--- config.mk ---
export PLATFORM = sky130hd
export DESIGN_NAME = l2_arbiter_flat
export DESIGN_NICKNAME = d
export VERILOG_FILES = /design/src/rtl/l2_arb_pkg.sv /design/src/rtl/l2_arbiter_if.sv /design/src/rtl/l2_arbiter.sv /design/src/flat_wrapper.sv
export SDC_FILE = /design/constraint.sdc
export NUM_CORES = 1
export LEC_CHECK = 0
export BUFFER_PORTS_ARGS = -buffer_cell sky130_fd_sc_hd__buf_4
export CAP_MARGIN = 5
export CORE_AREA = 2 2 535 537
export DETAILED_ROUTE_END_ITERATION = 8
export DIE_AREA = 0 0 537 539
export PLACE_DENSITY = 0.3
export SYNTH_ARGS = -nofsm -noshare
export SYNTH_HDL_FRONTEND = slang
export SYNTH_SLANG_ARGS = --single-unit
--- constraint.sdc ---
create_clock -name clk -period 1.9 [get_ports clk]
set_clock_uncertainty 0.15 [all_clocks]
set_input_delay 0.38 -clock clk [delete_from_list [all_inputs] [get_ports clk]]
set_output_delay 0.38 -clock clk [all_outputs]
set_load 0.05 [all_outputs]
--- src/rtl/l2_arb_pkg.sv ---
// Shared types and constants for the L2 arbiter between the L1 I-cache and D-cache miss paths.
package l2_arb_pkg;

  localparam int LINE_W = 256;

  typedef enum logic [1:0] {
    IDLE,
    SERVE_I,
    SERVE_D
  } arb_state_t;

  typedef enum logic {
    GRANT_I,
    GRANT_D
  } grant_t;

endpackage

--- src/rtl/l2_arbiter_if.sv ---
// Bundle of the I-cache, D-cache and L2 memory-side signals seen by the arbiter.
interface l2_arbiter_if
  import l2_arb_pkg::*;
#(
  parameter int s_line = LINE_W
);
  logic              i_mem_read;
  logic [31:0]       i_mem_address;
  logic [s_line-1:0] i_mem_rdata;
  logic              i_mem_resp;

  logic              d_mem_read;
  logic              d_mem_write;
  logic [31:0]       d_mem_address;
  logic [s_line-1:0] d_mem_wdata;
  logic [s_line-1:0] d_mem_rdata;
  logic              d_mem_resp;

  logic              l2_read;
  logic              l2_write;
  logic [31:0]       l2_address;
  logic [s_line-1:0] l2_wdata;
  logic [s_line-1:0] l2_rdata;
  logic              l2_resp;

  // arbiter view
  modport master (
    input  i_mem_read, i_mem_address,
    output i_mem_rdata, i_mem_resp,
    input  d_mem_read, d_mem_write, d_mem_address, d_mem_wdata,
    output d_mem_rdata, d_mem_resp,
    output l2_read, l2_write, l2_address, l2_wdata,
    input  l2_rdata, l2_resp
  );

  // caches and L2 view
  modport slave (
    output i_mem_read, i_mem_address,
    input  i_mem_rdata, i_mem_resp,
    output d_mem_read, d_mem_write, d_mem_address, d_mem_wdata,
    input  d_mem_rdata, d_mem_resp,
    input  l2_read, l2_write, l2_address, l2_wdata,
    output l2_rdata, l2_resp
  );
endinterface

--- src/rtl/l2_arbiter.sv ---
// Round-robin arbiter sharing one L2 port between the I-cache and D-cache miss paths.
//
// state   | meaning
// IDLE    | no L2 command; pick a pending requester (tie goes opposite last_grant)
// SERVE_I | latched I-cache read on L2; wait for l2_resp
// SERVE_D | latched D-cache read/write on L2; wait for l2_resp
module l2_arbiter
  import l2_arb_pkg::*;
#(
  parameter int s_offset = 5,
  parameter int s_line   = LINE_W
) (
  input logic          clk,
  input logic          rst,
  l2_arbiter_if.master bus
);

  localparam logic [31:0] ADDR_MASK = ~((32'h1 << s_offset) - 32'h1);

  arb_state_t        state, state_nxt;
  grant_t            last_grant;
  logic [31:0]       cmd_addr;
  logic [s_line-1:0] cmd_wdata;
  logic              cmd_read, cmd_write;
  logic              i_pend, d_pend;
  logic              take_i, take_d;

  assign i_pend = bus.i_mem_read;
  assign d_pend = bus.d_mem_read | bus.d_mem_write;

  always_ff @(posedge clk) begin
    if (rst) state <= IDLE;
    else     state <= state_nxt;
  end

  always_comb begin
    state_nxt      = state;
    take_i         = 1'b0;
    take_d         = 1'b0;
    bus.i_mem_resp = 1'b0;
    bus.d_mem_resp = 1'b0;
    case (state)
      IDLE: begin
        if (i_pend && (!d_pend || last_grant == GRANT_D)) begin
          take_i    = 1'b1;
          state_nxt = SERVE_I;
        end else if (d_pend) begin
          take_d    = 1'b1;
          state_nxt = SERVE_D;
        end
      end
      SERVE_I: begin
        if (bus.l2_resp) begin
          bus.i_mem_resp = 1'b1;
          state_nxt      = IDLE;
        end
      end
      SERVE_D: begin
        if (bus.l2_resp) begin
          bus.d_mem_resp = 1'b1;
          state_nxt      = IDLE;
        end
      end
      default: state_nxt = IDLE;
    endcase
  end

  // Write wins when the D side illegally raises read and write together.
  always_ff @(posedge clk) begin
    if (rst) begin
      last_grant <= GRANT_D;
      cmd_addr   <= '0;
      cmd_wdata  <= '0;
      cmd_read   <= 1'b0;
      cmd_write  <= 1'b0;
    end else if (take_i) begin
      last_grant <= GRANT_I;
      cmd_addr   <= bus.i_mem_address & ADDR_MASK;
      cmd_wdata  <= '0;
      cmd_read   <= 1'b1;
      cmd_write  <= 1'b0;
    end else if (take_d) begin
      last_grant <= GRANT_D;
      cmd_addr   <= bus.d_mem_address & ADDR_MASK;
      cmd_wdata  <= bus.d_mem_wdata;
      cmd_read   <= bus.d_mem_read & ~bus.d_mem_write;
      cmd_write  <= bus.d_mem_write;
    end
  end

  assign bus.l2_read     = (state != IDLE) & cmd_read;
  assign bus.l2_write    = (state != IDLE) & cmd_write;
  assign bus.l2_address  = cmd_addr;
  assign bus.l2_wdata    = cmd_wdata;
  assign bus.i_mem_rdata = bus.l2_rdata;
  assign bus.d_mem_rdata = bus.l2_rdata;

endmodule

--- src/flat_wrapper.sv ---
// flat-port wrapper written by rule: the top's interface ports become plain ports
module l2_arbiter_flat import l2_arb_pkg::*;
#(
  parameter int s_offset = 5,
  parameter int s_line   = LINE_W
)
  (clk, rst, bus_i_mem_read, bus_i_mem_address, bus_i_mem_rdata, bus_i_mem_resp, bus_d_mem_read, bus_d_mem_write, bus_d_mem_address, bus_d_mem_wdata, bus_d_mem_rdata, bus_d_mem_resp, bus_l2_read, bus_l2_write, bus_l2_address, bus_l2_wdata, bus_l2_rdata, bus_l2_resp);
  l2_arbiter_if #(.s_line(s_line)) bus_i ();
  input logic clk;
  input logic rst;
  input wire logic [$bits(bus_i.i_mem_read)-1:0] bus_i_mem_read;
  input wire logic [$bits(bus_i.i_mem_address)-1:0] bus_i_mem_address;
  output wire logic [$bits(bus_i.i_mem_rdata)-1:0] bus_i_mem_rdata;
  output wire logic [$bits(bus_i.i_mem_resp)-1:0] bus_i_mem_resp;
  input wire logic [$bits(bus_i.d_mem_read)-1:0] bus_d_mem_read;
  input wire logic [$bits(bus_i.d_mem_write)-1:0] bus_d_mem_write;
  input wire logic [$bits(bus_i.d_mem_address)-1:0] bus_d_mem_address;
  input wire logic [$bits(bus_i.d_mem_wdata)-1:0] bus_d_mem_wdata;
  output wire logic [$bits(bus_i.d_mem_rdata)-1:0] bus_d_mem_rdata;
  output wire logic [$bits(bus_i.d_mem_resp)-1:0] bus_d_mem_resp;
  output wire logic [$bits(bus_i.l2_read)-1:0] bus_l2_read;
  output wire logic [$bits(bus_i.l2_write)-1:0] bus_l2_write;
  output wire logic [$bits(bus_i.l2_address)-1:0] bus_l2_address;
  output wire logic [$bits(bus_i.l2_wdata)-1:0] bus_l2_wdata;
  input wire logic [$bits(bus_i.l2_rdata)-1:0] bus_l2_rdata;
  input wire logic [$bits(bus_i.l2_resp)-1:0] bus_l2_resp;
  assign bus_i.i_mem_read = bus_i_mem_read;
  assign bus_i.i_mem_address = bus_i_mem_address;
  assign bus_i_mem_rdata = bus_i.i_mem_rdata;
  assign bus_i_mem_resp = bus_i.i_mem_resp;
  assign bus_i.d_mem_read = bus_d_mem_read;
  assign bus_i.d_mem_write = bus_d_mem_write;
  assign bus_i.d_mem_address = bus_d_mem_address;
  assign bus_i.d_mem_wdata = bus_d_mem_wdata;
  assign bus_d_mem_rdata = bus_i.d_mem_rdata;
  assign bus_d_mem_resp = bus_i.d_mem_resp;
  assign bus_l2_read = bus_i.l2_read;
  assign bus_l2_write = bus_i.l2_write;
  assign bus_l2_address = bus_i.l2_address;
  assign bus_l2_wdata = bus_i.l2_wdata;
  assign bus_i.l2_rdata = bus_l2_rdata;
  assign bus_i.l2_resp = bus_l2_resp;
  l2_arbiter #(.s_offset(s_offset), .s_line(s_line)) u_core (.clk(clk), .rst(rst), .bus(bus_i));
endmodule
==> key figures <==
Synth
  – Synth top area cells: dfxtp_1, buf_4, a21oi_1
  – Top cell type's share of synthesized area: between 30% and 40%
  – Count leader, synth: buf_4
  – Synth top cells by count: buf_4, dfxtp_1, a21oi_1, o21ai_0, nand3_1
  – Count of flip-flops with a built-in enable after synthesis: 0
  – Syn. warnings: 0
  – Mapped Cells: 1856
  – Synth unique cells: 33
  – Async S/R FF share, synth: 0%
  – Dominant synthesized flop cell: dfxtp_1
  – Synthesized flop and latch total: 288
  – Syn_area_per_cell: approximately 8.2 µm²
  – Cell Area, Synth: roughly 15000 µm²
  – Sequential share of the synthesized area: between 30 and 40%
  – Yosys top cell by area: dfxtp_1

Finish
  – Share of cells above drive strength 1: 56.6%
  – Area delta synth->final: 106%
  – NumNets Final: slightly below 3000
  – Final Cell Area: 31400 µm²

Worst setup path
  – CP Cell Sequence: inv_2, ha_4, buf_12, buf_12, nor2b_4, buf_8
  – RR Startpoint: u_core.state[0]$_SDFFE_PP0P_
  – Startpoint types: flop
  – Worst Setup End Kind: output pin
  – Critical path fanouts, max: 2
  – Crit path arrival time: 1750 ps
  – Worst setup startpoint: u_core.state[0]$_SDFFE_PP0P_
  – Most used cell, CP: buf_12
  – Delay of the slowest critical-path stage: 330 ps
  – Critical-path top delay cell: dfxtp_2
  – Kind of critical path: reg -> out
  – Worst Path Required: roughly 1400 ps

Clock tree
  – CTS sink cnt: 288
  – CTS buffer count: 47
  – Clock slew at reported path FFs: around 60 ps
  – CTS tree: yes
  – Clk_lat worst skew: a little under 700 ps
  – Root buffer cell: clkbuf_16
  – Htree depth: 2
  – Max clock buf depth: 3

Hold path
  – Min-delay src: rst
  – Worst Hold Class: in -> reg

Route
  – DRT Pass-1 Iters: 4
  – Vias: 16300
  – Routed Antenna Nets: 0
  – Starting DRC count in detailed routing: 787
  – DR WL/cell: roughly 26 µm
  – Final wirelength: 161000 µm
  – Drc violations: 0
  – Via density: 2.65

Run status
  – Outcome: finished, violations left
  – Failing checks: setup timing

Global route
  – Pin count of the biggest net entering global routing: 74
  – Vias in the first global route: 16600
  – First-pass GRT wire length: 193000 µm
  – Global route overflow: 0
  – Antenna violations before repair: 82
  – GRT Resource Usage Total: between 10% and 20%

Floorplanning
  – Starting Density: 5.37%
  – Die height: 539 µm
  – Die area: 289000 µm²
  – Core Footprint: 284000 µm²
  – Row cnt: between 150 and 200
  – Die X: 537 µm
  – Ports: ~1400

Timing
  – Max-slew violation count: 0
  – Fmax: 438 MHz
  – Final worst path period need: 2280 ps
  – Setup ws final: -383 ps
  – Count of final setup violators: slightly below 300
  – Setup TNS: -54930 ps
  – Slew margin rel.: 46.4%
  – Worst Tran Pin Value: 804 ps
  – Unrepaired setup endpoints after global routing: yes
  – Final worst-path cycle share: 120%
  – Hold Vio Cnt, Final: 0

Flow run
  – Max-cap violation count: 0

Power
  – Part of the power in combinational logic: 44.9%
  – Pwr dens: 945 nW/µm²
  – Switching Fraction: 40.9%
  – Seq pwr share: 23.9%
  – Internal Pwr Total: ~0.018 W
  – Clock Power Share: 31.2%
  – Peak VDD IR: a little over 0.0006 V
  – Net switching power figure: 0.0122 W
  – Static Leak: 10.7 nW

Placed design
  – Worst slack, placed: -95.3 ps
  – Dpl cell area: around 21000 µm²
  – Post-DP HPWL: 125000 µm
  – Gpl congestion: approximately 0.85
  – IO buf count: about 600
-- state kept, by name, summed over array words and instances (netlist names) --
| name | count |
|---|---|
| u_core.bus.l2_address | 27 |
| u_core.bus.l2_wdata | 256 |
| u_core.cmd_read | 1 |
| u_core.cmd_write | 1 |
| u_core.last_grant | 1 |
| u_core.state | 2 |
-- final cells by class --
cell class | instances | area, µm²
Clock inverter | 25 | 304
Fill cell | 32700 | 253000
Antenna cell | 7 | 17.5
Multi-Input combinational cell | 885 | 7560
Tap cell | 3762 | 4710
Timing Repair Buffer | 1124 | 11700
Sequential cell | 288 | 5810
Inverter | 5 | 18.8
Clock buffer | 60 | 1290
-- critical path, delay by kind of cell, from the launching register on --
family        cells  cell delay [ps]
fa+ha+maj         1              170
flops             1              330
simple gates      1              110
buf+inv           4              440
-- metal layers --
layer | vias up | routed length, µm | GRT usage (%)
li1 | 6979 | - | -
met1 | 7623 | 49500 | 9.07
met2 | 1153 | 68400 | 15.9
met3 | 517 | 33300 | 10.3
met4 | 12 | 9430 | 4.76
met5 | - | 508 | 1.28
-- metrics by stage --
stage / utilization [%] / cells / total power, W / hold slack (ps)
finish: 11.1 / 6156 / 0.0297 / 141
floorplan: - / 1860 / 0.0140 / 304
global route: 11.1 / 6150 / 0.0312 / 86.2
detailed placement: 7.38 / 5645 / 0.0151 / 318
CTS: 10.1 / 6123 / 0.0289 / 37.4
global placement: 7.38 / 5645 / 0.0151 / 315
-- power by group through the flow --
stage	logic [W]	registers, W	clock network, W
CTS	0.0120	0.00704	0.00977
global placement	0.00805	0.00708	0
global route	0.0141	0.00715	0.00992
floorplan	0.00511	0.00891	0
finish	0.0133	0.00709	0.00927
detailed placement	0.00802	0.00709	0
-- placed cells by master (no fill, tap or decap), drive strengths merged, types with 2 or more instances in the layout --
cell,n
ha,3
dlygate4sd3,313
nand4,27
o21ai,260
buf,791
nor2b,2
a32oi,27
diode,7
nand3,256
nor2,3
dfxtp,288
and2,2
clkbuf,79
nand2,2
a21boi,2
clkinv,11
conb,5
bufinv,4
inv,10
a21oi,286
clkinvlp,5
-- path summary, 6_finish.rpt --
| check | end | slack (ps) | cells past startpoint |
|---|---|---|---|
| hold reg to reg | u_core.bus.l2_wdata[41]$_SDFFE_PP0P_ | 310 | 2 |
| hold / removal | u_core.bus.l2_address[23]$_SDFFE_PP0P_ | 140 | 3 |
| setup / recovery | bus_l2_write | -380 | 6 |
| setup reg to reg | u_core.bus.l2_address[11]$_SDFFE_PP0P_ | -320 | 12 |
-- cell families (layout without fill, tap and decap cells) --
logic type	Yosys count	after routing	synth area share [%]
AO/OA/AOI/OAI	582	582	20.6
adder cells (fa/ha/maj)	3	3	0.246
buffers and inverters	687	1214	31.4
flip-flops	288	288	37.8
other	1	12	0.0246
AND/OR/NAND/NOR	295	295	9.93
-- timing repair --
item,CTS,global route
setup endpoints to repair,244,335
hold buffers,313,0
buffers inserted,42,34
hold endpoints to repair,287,0
gates resized for setup,421,627
cloned,39,22
pin swaps,75,307
(Power assumes the default switching activity.)
